==> config.mk <==
export PLATFORM = sky130hd
export DESIGN_NAME = icache_set_assoc
export DESIGN_NICKNAME = d
export VERILOG_FILES = /design/src/rtl/icache_pkg.sv /design/src/rtl/icache_tag_store.sv /design/src/rtl/icache_set_assoc.sv
export SDC_FILE = /design/constraint.sdc
export NUM_CORES = 2
export LEC_CHECK = 0
export BUFFER_PORTS_ARGS = -buffer_cell sky130_fd_sc_hd__buf_2
export CORE_MARGIN = 2
export CORE_UTILIZATION = 32
export CTS_CLUSTER_SIZE = 20
export DETAILED_ROUTE_END_ITERATION = 10
export HOLD_SLACK_MARGIN = 0.08
export PLACE_DENSITY_LB_ADDON = 0.25
export SKIP_CTS_REPAIR_TIMING = 1
export SLEW_MARGIN = 25
export SYNTH_ARGS = -nofsm -noshare
export SYNTH_HDL_FRONTEND = slang
export SYNTH_SLANG_ARGS = --single-unit
==> constraint.sdc <==
create_clock -name clk_in -period 6.34 [get_ports clk_in]
set_clock_uncertainty 0.1 [all_clocks]
set_input_delay 0.951 -clock clk_in [delete_from_list [all_inputs] [get_ports clk_in]]
set_output_delay 0.951 -clock clk_in [all_outputs]
set_load 0.05 [all_outputs]
==> src/rtl/icache_pkg.sv <==
// Shared types and width helpers for the set-associative instruction cache.
package icache_pkg;

  typedef enum logic [1:0] {
    StIdle,
    StRefill,
    StRespond
  } state_e;

  // Byte offset width within a line: 2 bits of byte select plus the word select.
  function automatic int unsigned offset_bit(input int unsigned line_word_bit);
    return 2 + line_word_bit;
  endfunction

  // Tag width: everything above the offset and set index in a 32-bit address.
  function automatic int unsigned tag_bit(input int unsigned index_bit,
                                          input int unsigned line_word_bit);
    return 32 - offset_bit(line_word_bit) - index_bit;
  endfunction

  // Way select width; a direct-mapped cache still carries a 1-bit way field.
  function automatic int unsigned way_bit(input int unsigned ways);
    return (ways > 1) ? $clog2(ways) : 1;
  endfunction

endpackage

==> src/rtl/icache_tag_store.sv <==
// Valid/tag arrays and per-set FIFO victim pointers with a combinational lookup.
module icache_tag_store
  import icache_pkg::*;
#(
  parameter int unsigned WAYS      = 2,
  parameter int unsigned INDEX_BIT = 2,
  parameter int unsigned TAG_BIT   = 26,
  parameter int unsigned WAY_BIT   = 1
) (
  input  logic                 clk_in,
  input  logic                 rst_in,
  input  logic [INDEX_BIT-1:0] lookup_index,
  input  logic [TAG_BIT-1:0]   lookup_tag,
  output logic                 hit,
  output logic [WAY_BIT-1:0]   hit_way,
  output logic [WAY_BIT-1:0]   victim_way,
  input  logic                 install,
  input  logic [INDEX_BIT-1:0] install_index,
  input  logic [WAY_BIT-1:0]   install_way,
  input  logic [TAG_BIT-1:0]   install_tag,
  input  logic                 flush_all
);

  localparam int unsigned SETS = 1 << INDEX_BIT;

  logic [WAYS-1:0]    valid_q [SETS];
  logic [TAG_BIT-1:0] tag_q   [SETS][WAYS];
  logic [WAY_BIT-1:0] ptr_q   [SETS];

  // Tag compare across the set, and victim choice: lowest invalid way, else FIFO pointer.
  always_comb begin
    hit        = 1'b0;
    hit_way    = '0;
    victim_way = ptr_q[lookup_index];
    for (int w = int'(WAYS) - 1; w >= 0; w--) begin
      if (!valid_q[lookup_index][w]) begin
        victim_way = WAY_BIT'(w);
      end
    end
    for (int w = 0; w < int'(WAYS); w++) begin
      if (valid_q[lookup_index][w] && (tag_q[lookup_index][w] == lookup_tag)) begin
        hit     = 1'b1;
        hit_way = WAY_BIT'(w);
      end
    end
  end

  // Array state: flush clears every valid bit, install writes one way and advances FIFO.
  always_ff @(posedge clk_in or negedge rst_in) begin
    if (!rst_in) begin
      for (int s = 0; s < int'(SETS); s++) begin
        valid_q[s] <= '0;
        ptr_q[s]   <= '0;
        for (int w = 0; w < int'(WAYS); w++) begin
          tag_q[s][w] <= '0;
        end
      end
    end else if (flush_all) begin
      for (int s = 0; s < int'(SETS); s++) begin
        valid_q[s] <= '0;
      end
    end else if (install) begin
      valid_q[install_index][install_way] <= 1'b1;
      tag_q[install_index][install_way]   <= install_tag;
      // Only replacing a live line moves the pointer; filling a hole leaves it alone.
      if (valid_q[install_index][install_way]) begin
        if (ptr_q[install_index] == WAY_BIT'(WAYS - 1)) begin
          ptr_q[install_index] <= '0;
        end else begin
          ptr_q[install_index] <= ptr_q[install_index] + WAY_BIT'(1);
        end
      end
    end
  end

endmodule

==> src/rtl/icache_set_assoc.sv <==
// N-way set-associative instruction cache: 1-cycle hits, word-by-word line refill on miss.
module icache_set_assoc
  import icache_pkg::*;
#(
  parameter int unsigned WAYS          = 2,
  parameter int unsigned INDEX_BIT     = 2,
  parameter int unsigned LINE_WORD_BIT = 2
) (
  input  logic        clk_in,
  input  logic        rst_in,
  input  logic        rdy_in,
  input  logic        flush,
  input  logic        req_valid,
  input  logic [31:0] req_addr,
  output logic        req_ready,
  output logic        resp_valid,
  output logic [31:0] resp_data,
  output logic        mem_req,
  output logic [31:0] mem_addr,
  input  logic        mem_ack,
  input  logic [31:0] mem_data
);

  localparam int unsigned SETS       = 1 << INDEX_BIT;
  localparam int unsigned WORDS      = 1 << LINE_WORD_BIT;
  localparam int unsigned OFFSET_BIT = offset_bit(LINE_WORD_BIT);
  localparam int unsigned TAG_BIT    = tag_bit(INDEX_BIT, LINE_WORD_BIT);
  localparam int unsigned WAY_BIT    = way_bit(WAYS);

  logic [LINE_WORD_BIT-1:0] req_word;
  logic [INDEX_BIT-1:0]     req_index;
  logic [TAG_BIT-1:0]       req_tag;
  logic                     unused_addr_bits;

  assign req_word         = req_addr[OFFSET_BIT-1:2];
  assign req_index        = req_addr[OFFSET_BIT+INDEX_BIT-1:OFFSET_BIT];
  assign req_tag          = req_addr[31:OFFSET_BIT+INDEX_BIT];
  assign unused_addr_bits = ^req_addr[1:0];

  state_e                   state_q, state_d;
  logic [LINE_WORD_BIT-1:0] cnt_q, cnt_d;
  logic [LINE_WORD_BIT-1:0] word_q, word_d;
  logic [INDEX_BIT-1:0]     index_q, index_d;
  logic [TAG_BIT-1:0]       tag_q, tag_d;
  logic [WAY_BIT-1:0]       victim_q, victim_d;
  logic                     flush_pending_q, flush_pending_d;
  logic                     resp_valid_q, resp_valid_d;
  logic [31:0]              resp_data_q, resp_data_d;
  logic                     mem_req_q, mem_req_d;
  logic [31:0]              mem_addr_q, mem_addr_d;

  logic                     ready_c;
  logic                     install_c;
  logic                     flush_all_c;
  logic                     data_we_c;

  logic                     hit;
  logic [WAY_BIT-1:0]       hit_way;
  logic [WAY_BIT-1:0]       victim_way;
  logic [INDEX_BIT-1:0]     lookup_index;

  logic [31:0]              data_q [WAYS][SETS][WORDS];

  // Outside IDLE the tag store is pointed at the set being refilled.
  assign lookup_index = (state_q == StIdle) ? req_index : index_q;

  icache_tag_store #(
    .WAYS      (WAYS),
    .INDEX_BIT (INDEX_BIT),
    .TAG_BIT   (TAG_BIT),
    .WAY_BIT   (WAY_BIT)
  ) u_tag_store (
    .clk_in        (clk_in),
    .rst_in        (rst_in),
    .lookup_index  (lookup_index),
    .lookup_tag    (req_tag),
    .hit           (hit),
    .hit_way       (hit_way),
    .victim_way    (victim_way),
    .install       (install_c & rdy_in),
    .install_index (index_q),
    .install_way   (victim_q),
    .install_tag   (tag_q),
    .flush_all     (flush_all_c & rdy_in)
  );

  // FSM next state, refill sequencing and response generation.
  always_comb begin
    state_d         = state_q;
    cnt_d           = cnt_q;
    word_d          = word_q;
    index_d         = index_q;
    tag_d           = tag_q;
    victim_d        = victim_q;
    flush_pending_d = flush_pending_q;
    resp_valid_d    = 1'b0;
    resp_data_d     = resp_data_q;
    mem_req_d       = mem_req_q;
    mem_addr_d      = mem_addr_q;
    ready_c         = 1'b0;
    install_c       = 1'b0;
    flush_all_c     = 1'b0;
    data_we_c       = 1'b0;
    unique case (state_q)
      StIdle: begin
        if (flush || flush_pending_q) begin
          flush_all_c     = 1'b1;
          flush_pending_d = 1'b0;
        end else begin
          ready_c = 1'b1;
          if (req_valid) begin
            if (hit) begin
              resp_valid_d = 1'b1;
              resp_data_d  = data_q[hit_way][req_index][req_word];
            end else begin
              word_d     = req_word;
              index_d    = req_index;
              tag_d      = req_tag;
              victim_d   = victim_way;
              cnt_d      = '0;
              mem_req_d  = 1'b1;
              mem_addr_d = {req_tag, req_index, {LINE_WORD_BIT{1'b0}}, 2'b00};
              state_d    = StRefill;
            end
          end
        end
      end
      StRefill: begin
        if (flush) begin
          flush_pending_d = 1'b1;
        end
        if (mem_req_q) begin
          if (mem_ack) begin
            data_we_c = 1'b1;
            mem_req_d = 1'b0;
            cnt_d     = cnt_q + LINE_WORD_BIT'(1);
            if (cnt_q == '1) begin
              install_c = 1'b1;
              state_d   = StRespond;
            end
          end
        end else begin
          // Re-issue one cycle after each ack for the next word of the line.
          mem_req_d  = 1'b1;
          mem_addr_d = {tag_q, index_q, cnt_q, 2'b00};
        end
      end
      StRespond: begin
        if (flush) begin
          flush_pending_d = 1'b1;
        end
        resp_valid_d = 1'b1;
        resp_data_d  = data_q[victim_q][index_q][word_q];
        state_d      = StIdle;
      end
      default: begin
        state_d = StIdle;
      end
    endcase
  end

  // Control and output registers; rdy_in low freezes everything.
  always_ff @(posedge clk_in or negedge rst_in) begin
    if (!rst_in) begin
      state_q         <= StIdle;
      cnt_q           <= '0;
      word_q          <= '0;
      index_q         <= '0;
      tag_q           <= '0;
      victim_q        <= '0;
      flush_pending_q <= 1'b0;
      resp_valid_q    <= 1'b0;
      resp_data_q     <= '0;
      mem_req_q       <= 1'b0;
      mem_addr_q      <= '0;
    end else if (rdy_in) begin
      state_q         <= state_d;
      cnt_q           <= cnt_d;
      word_q          <= word_d;
      index_q         <= index_d;
      tag_q           <= tag_d;
      victim_q        <= victim_d;
      flush_pending_q <= flush_pending_d;
      resp_valid_q    <= resp_valid_d;
      resp_data_q     <= resp_data_d;
      mem_req_q       <= mem_req_d;
      mem_addr_q      <= mem_addr_d;
    end
  end

  // Line data array; only written by refill acks, so it needs no reset.
  always_ff @(posedge clk_in) begin
    if (rdy_in && data_we_c) begin
      data_q[victim_q][index_q][cnt_q] <= mem_data;
    end
  end

  // A stalled cache must not advertise acceptance it cannot honour.
  assign req_ready  = ready_c & rdy_in;
  assign resp_valid = resp_valid_q;
  assign resp_data  = resp_data_q;
  assign mem_req    = mem_req_q;
  assign mem_addr   = mem_addr_q;

endmodule

==> metrics.txt <==
top-area cell type share of the netlist area=48.42%; Leak=25.72 nW; CTS tree=done; Avg Inst Size Synth=13.72 um2; synth top area cells=edfxtp_1, dfrtp_1, mux2_2; vias in the first global route=43900; crit path buf inv count=5; routed vias/inst=6.067; post-synth top area cell=edfxtp_1; Crit path max-delay family=simple AND/OR/NAND/NOR gates; clock power share=30.2%; Warnings, synthesis=0; DRC viols=0; largest vdd supply drop=0.0003124 V; Max Cap Viol=0; Routed wire per std cell=~33 um; Post-synth top flop=edfxtp_1; PD cells=394.7 nW/um2; crit path max-delay cell type=or4_4; fin area=about 73000 um2; first-pass GRT wire length=342.9 mm; fraction of layout cells with a size suffix above 1=approximately a quarter; final setup fails=0; clock tree buffer depth=3; status=finished, final reports clean; Post-Syn Instances=4629; post-route ant nets=0; HP Class=in -> async; die area=a little over 200000 um2; pin count of the biggest net entering global routing=109; Fin Setup TNS=0 ps; number of flops mapped to enable cells by yosys=slightly above 1000; Pwr Total=28.85 mW; post-synthesis cell type count=90; Port Buf Inserts=132; H-Tree Depth=4; final worst path period share=89.93%; critical path peak fanout=41; GRT Util Overall=23.71%; Die Y=~450 um; crit path launch type=flop; Tmin final=5702 ps; Logic pwr share=32.2%; final hold violation count=0; switching power share of the total=37.51%; CP most frequent cell=buf_4; Core Area=197200 um2; clk slew on worst S/H paths=60 ps; asr flop ratio synth=a little under a quarter; initial antenna violation count=27; Critical Path Sink Type=flop; vias=45380; Num CTS Buffers=151; fmax=~0.18 GHz; synthesized cell area=63510 um2; RSZ-0062 raised after global routing=no; met1 usage=32.21%; M3 GR Usage=under 10%; final wirelength=247.1 mm; WP data required=a little under 7000 ps; placed instance count=7197; Cell Area, Placed=68180 um2; Pint=roughly 18 mW; Final Wtd Congestion=0.8438; Root Driver=clkbuf_16; fin. max-slew vios=0; CTS Sinks=1344; DR pass1 iterations=6; Slew HR=between 20% and 30%; Final Instance Count excl. Fillers=7479; #FFs+latches synth=~1300; sequential area share after synthesis=61.03%; biggest cell delay along the critical path=620 ps; worst path cell trace=inv_1, ha_1, mux2i_4, buf_4, mux2i_1, mux2i_1, xnor2_1, nand4_1, or4_4, buf_4, or2_4, buf_12, nand2_1, a21oi_1, nor4_1, buf_4, o41ai_1; dpl hpwl=140.1 mm; crit path DAT=6220 ps; DRT iter0 DRCs=5903; Reg power frac=37.6%; crit path kind=reg -> reg; GRT Residual Overflow=0; GR met2 Demand/Resource=between 30% and 40%; Worst-Skew Late Latency=810 ps; synth-to-layout area growth=15.12%; Psw=10.82 mW; FP Rows=163; Initial Util=32.20%; actual slew at the worst max-slew pin=1166 ps; global routing's busiest layer=met2; I/O pin total=137; Die Span X=449.5 um; Final nets=roughly 4800
-- registers in the layout, indices dropped and copies added, names as in the netlist --
| name | flops |
|---|---|
| data_q | 1024 |
| u_tag_store.tag_q | 208 |
| resp_data | 32 |
| mem_addr | 30 |
| tag_q | 26 |
| u_tag_store.valid_q | 8 |
| u_tag_store.ptr_q | 4 |
| cnt_q | 2 |
| index_q | 2 |
| state_q | 2 |
| word_q | 2 |
| flush_pending_q | 1 |
| mem_req | 1 |
| resp_valid | 1 |
| victim_q | 1 |
-- cell usage after synthesis, types with 126 or more instances --
library cell,number
nand2_1,446
a22oi_1,213
nor2_1,194
mux4_2,146
mux2_2,368
nand3_1,126
o21ai_0,157
clkbuf_1,242
dfrtp_1,320
edfxtp_1,1024
mux2i_1,266
a21oi_1,157
-- power groups by stage --
stage | registers, mW | logic, mW | clock network (mW)
2_1_floorplan | 11.1 | 5.35 | 0
3_3_place_gp | 11.0 | 9.06 | 0
3_5_place_dp | 11.0 | 9.09 | 0
4_1_cts | 10.8 | 9.12 | 8.84
5_1_grt | 10.9 | 9.64 | 9.18
6_report | 10.8 | 9.29 | 8.72
-- worst register-to-register path: cells and delay by family, from the launching register on --
family / cells / cell delay, ps
xor+xnor: 1 / 380
simple gates: 5 / 1890
mux: 3 / 810
buf+inv: 5 / 1340
fa+ha+maj: 1 / 470
compound gates: 2 / 140
flops: 1 / 410
-- worst paths after layout --
kind	from	end	slack (ps)	cells past startpoint
max	state_q[0]	resp_data[7]	640	17
min	rst_in	u_tag_store.tag_q[140]	40	1
max reg2reg	state_q[0]	resp_data[7]	640	17
min reg2reg	u_tag_store.ptr_q[1]	u_tag_store.ptr_q[1]	380	1
max in group asynchronous	rst_in	index_q[1]	4750	2
min in group clk_in	req_addr[10]	tag_q[4]	370	2
-- cells in the final DEF, fill, tap and decap left out, drive strengths merged, types with 49 or more instances in the layout --
cell	netlist	layout
nand3	127	127
a21oi	158	158
mux2	389	389
o211ai	69	69
buf	147	317
mux2i	267	267
clkbuf	242	207
dfrtp	320	320
nand4	68	68
a22oi	213	213
mux4	154	154
a22o	56	56
a221oi	49	49
o21ai	158	158
nand2	447	447
nor2	197	197
edfxtp	1024	1024
clkinv	0	49
-- area by class of cell --
type | instances | area, um2
well taps | 2640 | 3303
clock inverters | 68 | 729.5
fillers | 18680 | 124100
clock buffers | 207 | 4161
diodes | 6 | 15.01
repair buffers | 317 | 2755
multi-input cells | 2875 | 23290
flip-flops and latches | 1344 | 38780
inverters | 22 | 82.58
-- routing by layer --
metal	up-vias	wire (um)
met5	-	89
met4	14	10460
met3	630	24990
met2	2900	111000
met1	23460	100500
li1	18370	-
-- stage by stage --
step	setup slack, ps	hold WS [ps]	util [%]
final	638.5	42.51	37.07
after global routing	448.7	96.74	37.07
after CTS	616.9	54.58	37.05
after detailed placement	658.7	369.8	34.57
after global placement	651.6	360.6	34.53
after floorplan	1952	342.6	-
-- cell families after synthesis --
| family | after synthesis | share of synthesized area (%) |
|---|---|---|
| and+or+nand+nor | 990 | 7.042 |
| AOI/OAI and AO/OA | 1024 | 11.47 |
| DFF | 1344 | 61.03 |
| adders and majority gates | 9 | 0.1773 |
| other | 1 | 0.005905 |
| xor gates and xnor gates | 40 | 0.5517 |
| buffers and inverters | 411 | 2.961 |
| muxes | 810 | 16.76 |
(Power assumes the default switching activity.)
